==> config.mk <==
export PLATFORM = sky130hd
export DESIGN_NAME = seq_detect_param
export DESIGN_NICKNAME = d
export VERILOG_FILES = /design/src/rtl/seq_detect_param.sv
export SDC_FILE = /design/constraint.sdc
export NUM_CORES = 1
export LEC_CHECK = 0
export CORE_MARGIN = 5
export CORE_UTILIZATION = 50
export DETAILED_ROUTE_END_ITERATION = 16
export GPL_TIMING_DRIVEN = 1
export PLACE_DENSITY_LB_ADDON = 0.25
export SETUP_SLACK_MARGIN = 0.5
export SYNTH_ARGS = -nofsm -noshare
export SYNTH_HDL_FRONTEND = slang
export SYNTH_SLANG_ARGS = --single-unit
==> constraint.sdc <==
create_clock -name clk -period 3.9 [get_ports clk]
set_input_delay 0.39 -clock clk [delete_from_list [all_inputs] [get_ports clk]]
set_output_delay 0.39 -clock clk [all_outputs]
set_load 0.01 [all_outputs]
==> src/rtl/seq_detect_param.sv <==
// Runtime-programmable serial pattern detector, Mealy or Moore output by parameter.
// Optional saturating match counter enabled by defining SEQ_DETECT_CNT_EN.
module seq_detect_param #(
   parameter int unsigned      PAT_W    = 4,
   parameter logic [PAT_W-1:0] PAT_INIT = 4'b1011,
   parameter bit               MOORE    = 1'b0,
   parameter int unsigned      CNT_W    = 8
) (
   input  logic                       clk,
   input  logic                       rstn,
   input  logic                       in,
   input  logic                       in_valid,
   input  logic                       cfg_load,
   input  logic [PAT_W-1:0]           cfg_pattern,
   input  logic [$clog2(PAT_W+1)-1:0] cfg_len,
   input  logic                       cfg_overlap,
   output logic                       out,
   output logic [CNT_W-1:0]           match_cnt,
   input  logic                       cnt_clr
);

   localparam int unsigned      LEN_W   = $clog2(PAT_W + 1);
   localparam logic [LEN_W-1:0] LEN_MAX = LEN_W'(PAT_W);

   logic [PAT_W-1:0] pat_q, pat_d;
   logic [LEN_W-1:0] len_q, len_d;
   logic             ovl_q, ovl_d;
   logic [PAT_W-1:0] hist_q, hist_d;
   logic [LEN_W-1:0] fill_q, fill_d;
   logic             out_q, out_d;

   logic [PAT_W-1:0] cand;
   logic [PAT_W-1:0] mask;
   logic [LEN_W:0]   fill_p1;
   logic             match;

   assign cand    = {hist_q[PAT_W-2:0], in};
   assign fill_p1 = {1'b0, fill_q} + (LEN_W + 1)'(1);

   always_comb begin
      mask = '0;
      for (int unsigned i = 0; i < PAT_W; i++) begin
         if (i < 32'(len_q)) mask[i] = 1'b1;
      end
   end

   // cfg_load suppresses any match on the same cycle.
   assign match = in_valid && !cfg_load && (fill_p1 >= {1'b0, len_q})
                  && (((cand ^ pat_q) & mask) == '0);

   always_comb begin
      pat_d  = pat_q;
      len_d  = len_q;
      ovl_d  = ovl_q;
      hist_d = hist_q;
      fill_d = fill_q;
      out_d  = match;
      if (cfg_load) begin
         pat_d  = cfg_pattern;
         len_d  = (cfg_len == '0 || cfg_len > LEN_MAX) ? LEN_MAX : cfg_len;
         ovl_d  = cfg_overlap;
         hist_d = '0;
         fill_d = '0;
      end else if (in_valid) begin
         hist_d = cand;
         if (match && !ovl_q)       fill_d = '0;
         else if (fill_q != LEN_MAX) fill_d = fill_q + LEN_W'(1);
      end
   end

   always_ff @(posedge clk or negedge rstn) begin
      if (!rstn) begin
         pat_q  <= PAT_INIT;
         len_q  <= LEN_MAX;
         ovl_q  <= 1'b1;
         hist_q <= '0;
         fill_q <= '0;
         out_q  <= 1'b0;
      end else begin
         pat_q  <= pat_d;
         len_q  <= len_d;
         ovl_q  <= ovl_d;
         hist_q <= hist_d;
         fill_q <= fill_d;
         out_q  <= out_d;
      end
   end

   assign out = MOORE ? out_q : (rstn & match);

`ifdef SEQ_DETECT_CNT_EN
   logic [CNT_W-1:0] cnt_q, cnt_d;

   always_comb begin
      cnt_d = cnt_q;
      if (cnt_clr)                  cnt_d = '0;
      else if (match && cnt_q != '1) cnt_d = cnt_q + CNT_W'(1);
   end

   always_ff @(posedge clk or negedge rstn) begin
      if (!rstn) cnt_q <= '0;
      else       cnt_q <= cnt_d;
   end

   assign match_cnt = cnt_q;

   logic unused_sig;
   assign unused_sig = hist_q[PAT_W-1];
`else
   assign match_cnt = '0;

   logic unused_sig;
   assign unused_sig = ^{cnt_clr, hist_q[PAT_W-1]};
`endif

endmodule

==> flow_summary.yaml <==
power:
  p_clk_frac: 0.259
  power_switching_uw: 84.8
  power_leakage_nw: 0.470
  combPwrFrac: 0.208
  p_per_area_nw_per_um2: 308
  intPower_uw: 235
  switching_share: 0.265
  p_seq_frac: 0.534
  ir_drop_v: 0.000239
timing:
  skew_ps: 10.0
  rsz0062_at_grt: "false"
  finalHoldViolations: 0
  timing.final.crit_share: 0.773
  worst_slew_pin_slew_ps: 623
  setup_tns_ps: 0
  holdWs_ps: 498
  period_needed_ps: 3010
  setup_viol: 0
  slew_viol_final: 0
  fmax_mhz: 332
  relSlewSlack: 0.583
place:
  dp_hpwl_mm: 1.19
  portBuffers: 13
  postPlaceCellArea_um2: 1010
  place_inst: 124
  gp_congestion: 0.850
hold_path:
  hp-class: "in -> async"
grt:
  grt.overflow.total: 0
  grt_max_degree: 19
  antenna_found_initial: 0
  grt_pass1_vias: 658
  grt_usage: 0.138
  grt_pass1_wl_mm: 2.76
cts:
  clk_pin_slew_ps: 90
  cts_setup_buffers: 0
  root_buffer: "clkbuf_4"
  ctsHtreeMaxLevel: 1
  holdBufCountCts: 0
  clockBufferDepth: 2
  numCtsBuffers: 3
  cts_tree: "done"
  cts_resized: 0
  insertion_delay_ps: 270
  cts.sinks: 14
critical_path:
  crit_type: "reg -> out"
  cp_top_family: "buffers and inverters"
  critPathBufInv: 2
  endpoint_kind: "output pin"
  cp_cell_sequence: "inv_1, ha_1, ha_1, o21ai_0, o21ai_0, nand4_1, nor3b_1, clkdlybuf4s50_1"
  arrival_ps: 2620
  startpoint_type: "flip-flop"
  required_ps: 3510
  slowest_stage: "clkdlybuf4s50_1"
  critPathMaxStageDelay_ps: 570
  path_max_fanout: 5
routing:
  antenna_left: 0
  num_vias: 634
  drt-total-wl_mm: 1.51
  wl_per_cell_um: 11.8
  first_pass_iters: 2
  drc: 0
  drt_iter0_markers: 2
  vias_per_cell: 4.95
floorplan:
  placementRows: 15
  die_w_um: 52.2
  coreArea_um2: 1710
  dieArea_um2: 2720
  initial_core_util: 0.521
  io_pins: 23
  die_height_um: 52.2
finish:
  nFillCells: 173
  fin_util: 0.607
  antennaDiodeCount: 0
  syn_to_final_growth_pct: 16.6
  fin_cells: 128
  seq_area_um2: 357
  final_nets: 124
  postLayoutCellArea_um2: 1040
  multiInputGateArea_um2: 463
  layout-drive-gt1-share: 0.165
logic_synthesis:
  synthFlopType: "dfrtp_1"
  synth_seq_cells: 14
  synth_top_area_cell: "dfrtp_1"
  synthTopCellsByArea: "dfrtp_1 25%, dfstp_2 15%, ha_1 8.4%"
  netlist_instances: 89
  async_reset_ff_frac: 1.00
  yosysSeqAreaShare: 0.401
  synth.top_cell.area_share: 0.253
  yosys.cell_types.count: 30
  synth-edff-count: 0
  synth.cell_area_um2: 890
  ys_warn_count: 0
  avgSynthCellArea_um2: 10.0
run_status:
  status: "completed"
job:
  max_cap_violations: 0
through the flow:
step	power [mW]	worst slack (ps)
after CTS	0.326	817
after floorplan	0.221	1770
after global routing	0.347	647
final	0.320	886
after detailed placement	0.241	1120
after global placement	0.238	1180
flip-flops by register name, indices dropped and copies added (netlist names):
register  flops
ovl_q         1
pat_q         4
hist_q        3
len_q         3
fill_q        3
worst register-to-register path, cell delays in order, from the launching register on:
cell	delay [ps]
dfrtp_1	420
inv_1	90
ha_1	330
ha_1	280
o21ai_0	70
o21ai_0	230
nand4_1	180
nand4_1	130
a31oi_1	80
logic make-up after synthesis:
family                     share of synthesized area
other                                        0.00422
xor gates and xnor gates                      0.0492
adders and majority gates                     0.0844
AOI/OAI and AO/OA                             0.0984
and+or+nand+nor                                0.158
muxes                                         0.0970
DFF                                            0.401
buffers and inverters                          0.108
synthesized netlist by cell type (2+ instances only):
cell type  number
a21oi_1         4
a31oi_1         2
buf_2           2
buf_4           8
dfrtp_1         9
dfstp_2         5
ha_1            6
inv_1           6
mux2_2          5
mux2i_1         3
nand2b_1        3
nand3b_1        2
nand4_1         4
nor2_1          6
nor3b_1         2
o21ai_0         5
xor2_1          4
layout by cell type, fill, tap and decap left out:
cell type and instances:
a31oi_1 2, clkdlybuf4s50_1 13, nor4_2 1, dfrtp_1 9, clkbuf_1 1, and3_1 1, a2bb2oi_1 1, nor3b_1 2
buf_4 1, nand2b_1 3, nand4_1 4, o21ai_1 1, ha_1 6, conb_1 8, nand3b_1 2, inv_1 6
nand2_1 1, mux2_2 5, nor3_1 1, clkbuf_4 3, xor2_1 4, nor2_1 6, dfstp_2 5, o21ai_0 5
and4b_1 1, a21oi_1 4, mux2i_1 3, a21boi_0 1, a21o_2 1, or2_2 1, xnor2_1 1
power by group through the flow:
stage	logic [mW]	registers (mW)	clock network [mW]
floorplan	0.0507	0.170	0
global placement	0.0653	0.173	0
detailed placement	0.0669	0.174	0
CTS	0.0672	0.171	0.0877
global route	0.0765	0.173	0.0979
finish	0.0664	0.171	0.0827
final cells by class:
| cell class | count | share of cell area |
|---|---|---|
| multi-input combinational | 65 | 0.446 |
| sequential | 14 | 0.344 |
| timing repair buffer | 14 | 0.133 |
| tap | 25 | 0.0302 |
| clock buffer | 4 | 0.0253 |
| inverter | 6 | 0.0217 |
per-layer routing:
layer,track usage,part of all wire,vias to the layer above
met5,0,0,-
met4,0.0766,0.014,0
met3,0.0256,0.042,2
met2,0.228,0.51,13
met1,0.168,0.44,295
li1,-,-,324
path summary, 6_finish.rpt:
kind                       slack, ps      start  depth (start not counted)   endpoint
setup reg to reg                1980  fill_q[0]                          8  fill_q[1]
min in group clk                 540   pat_q[2]                          1   pat_q[2]
hold / removal                   500       rstn                          1   pat_q[2]
setup / recovery                 890  fill_q[0]                          8        out
max in group asynchronous       2990       rstn                          1   len_q[0]
hold reg to reg                  540   pat_q[2]                          1   pat_q[2]
(Power assumes the default switching activity.)
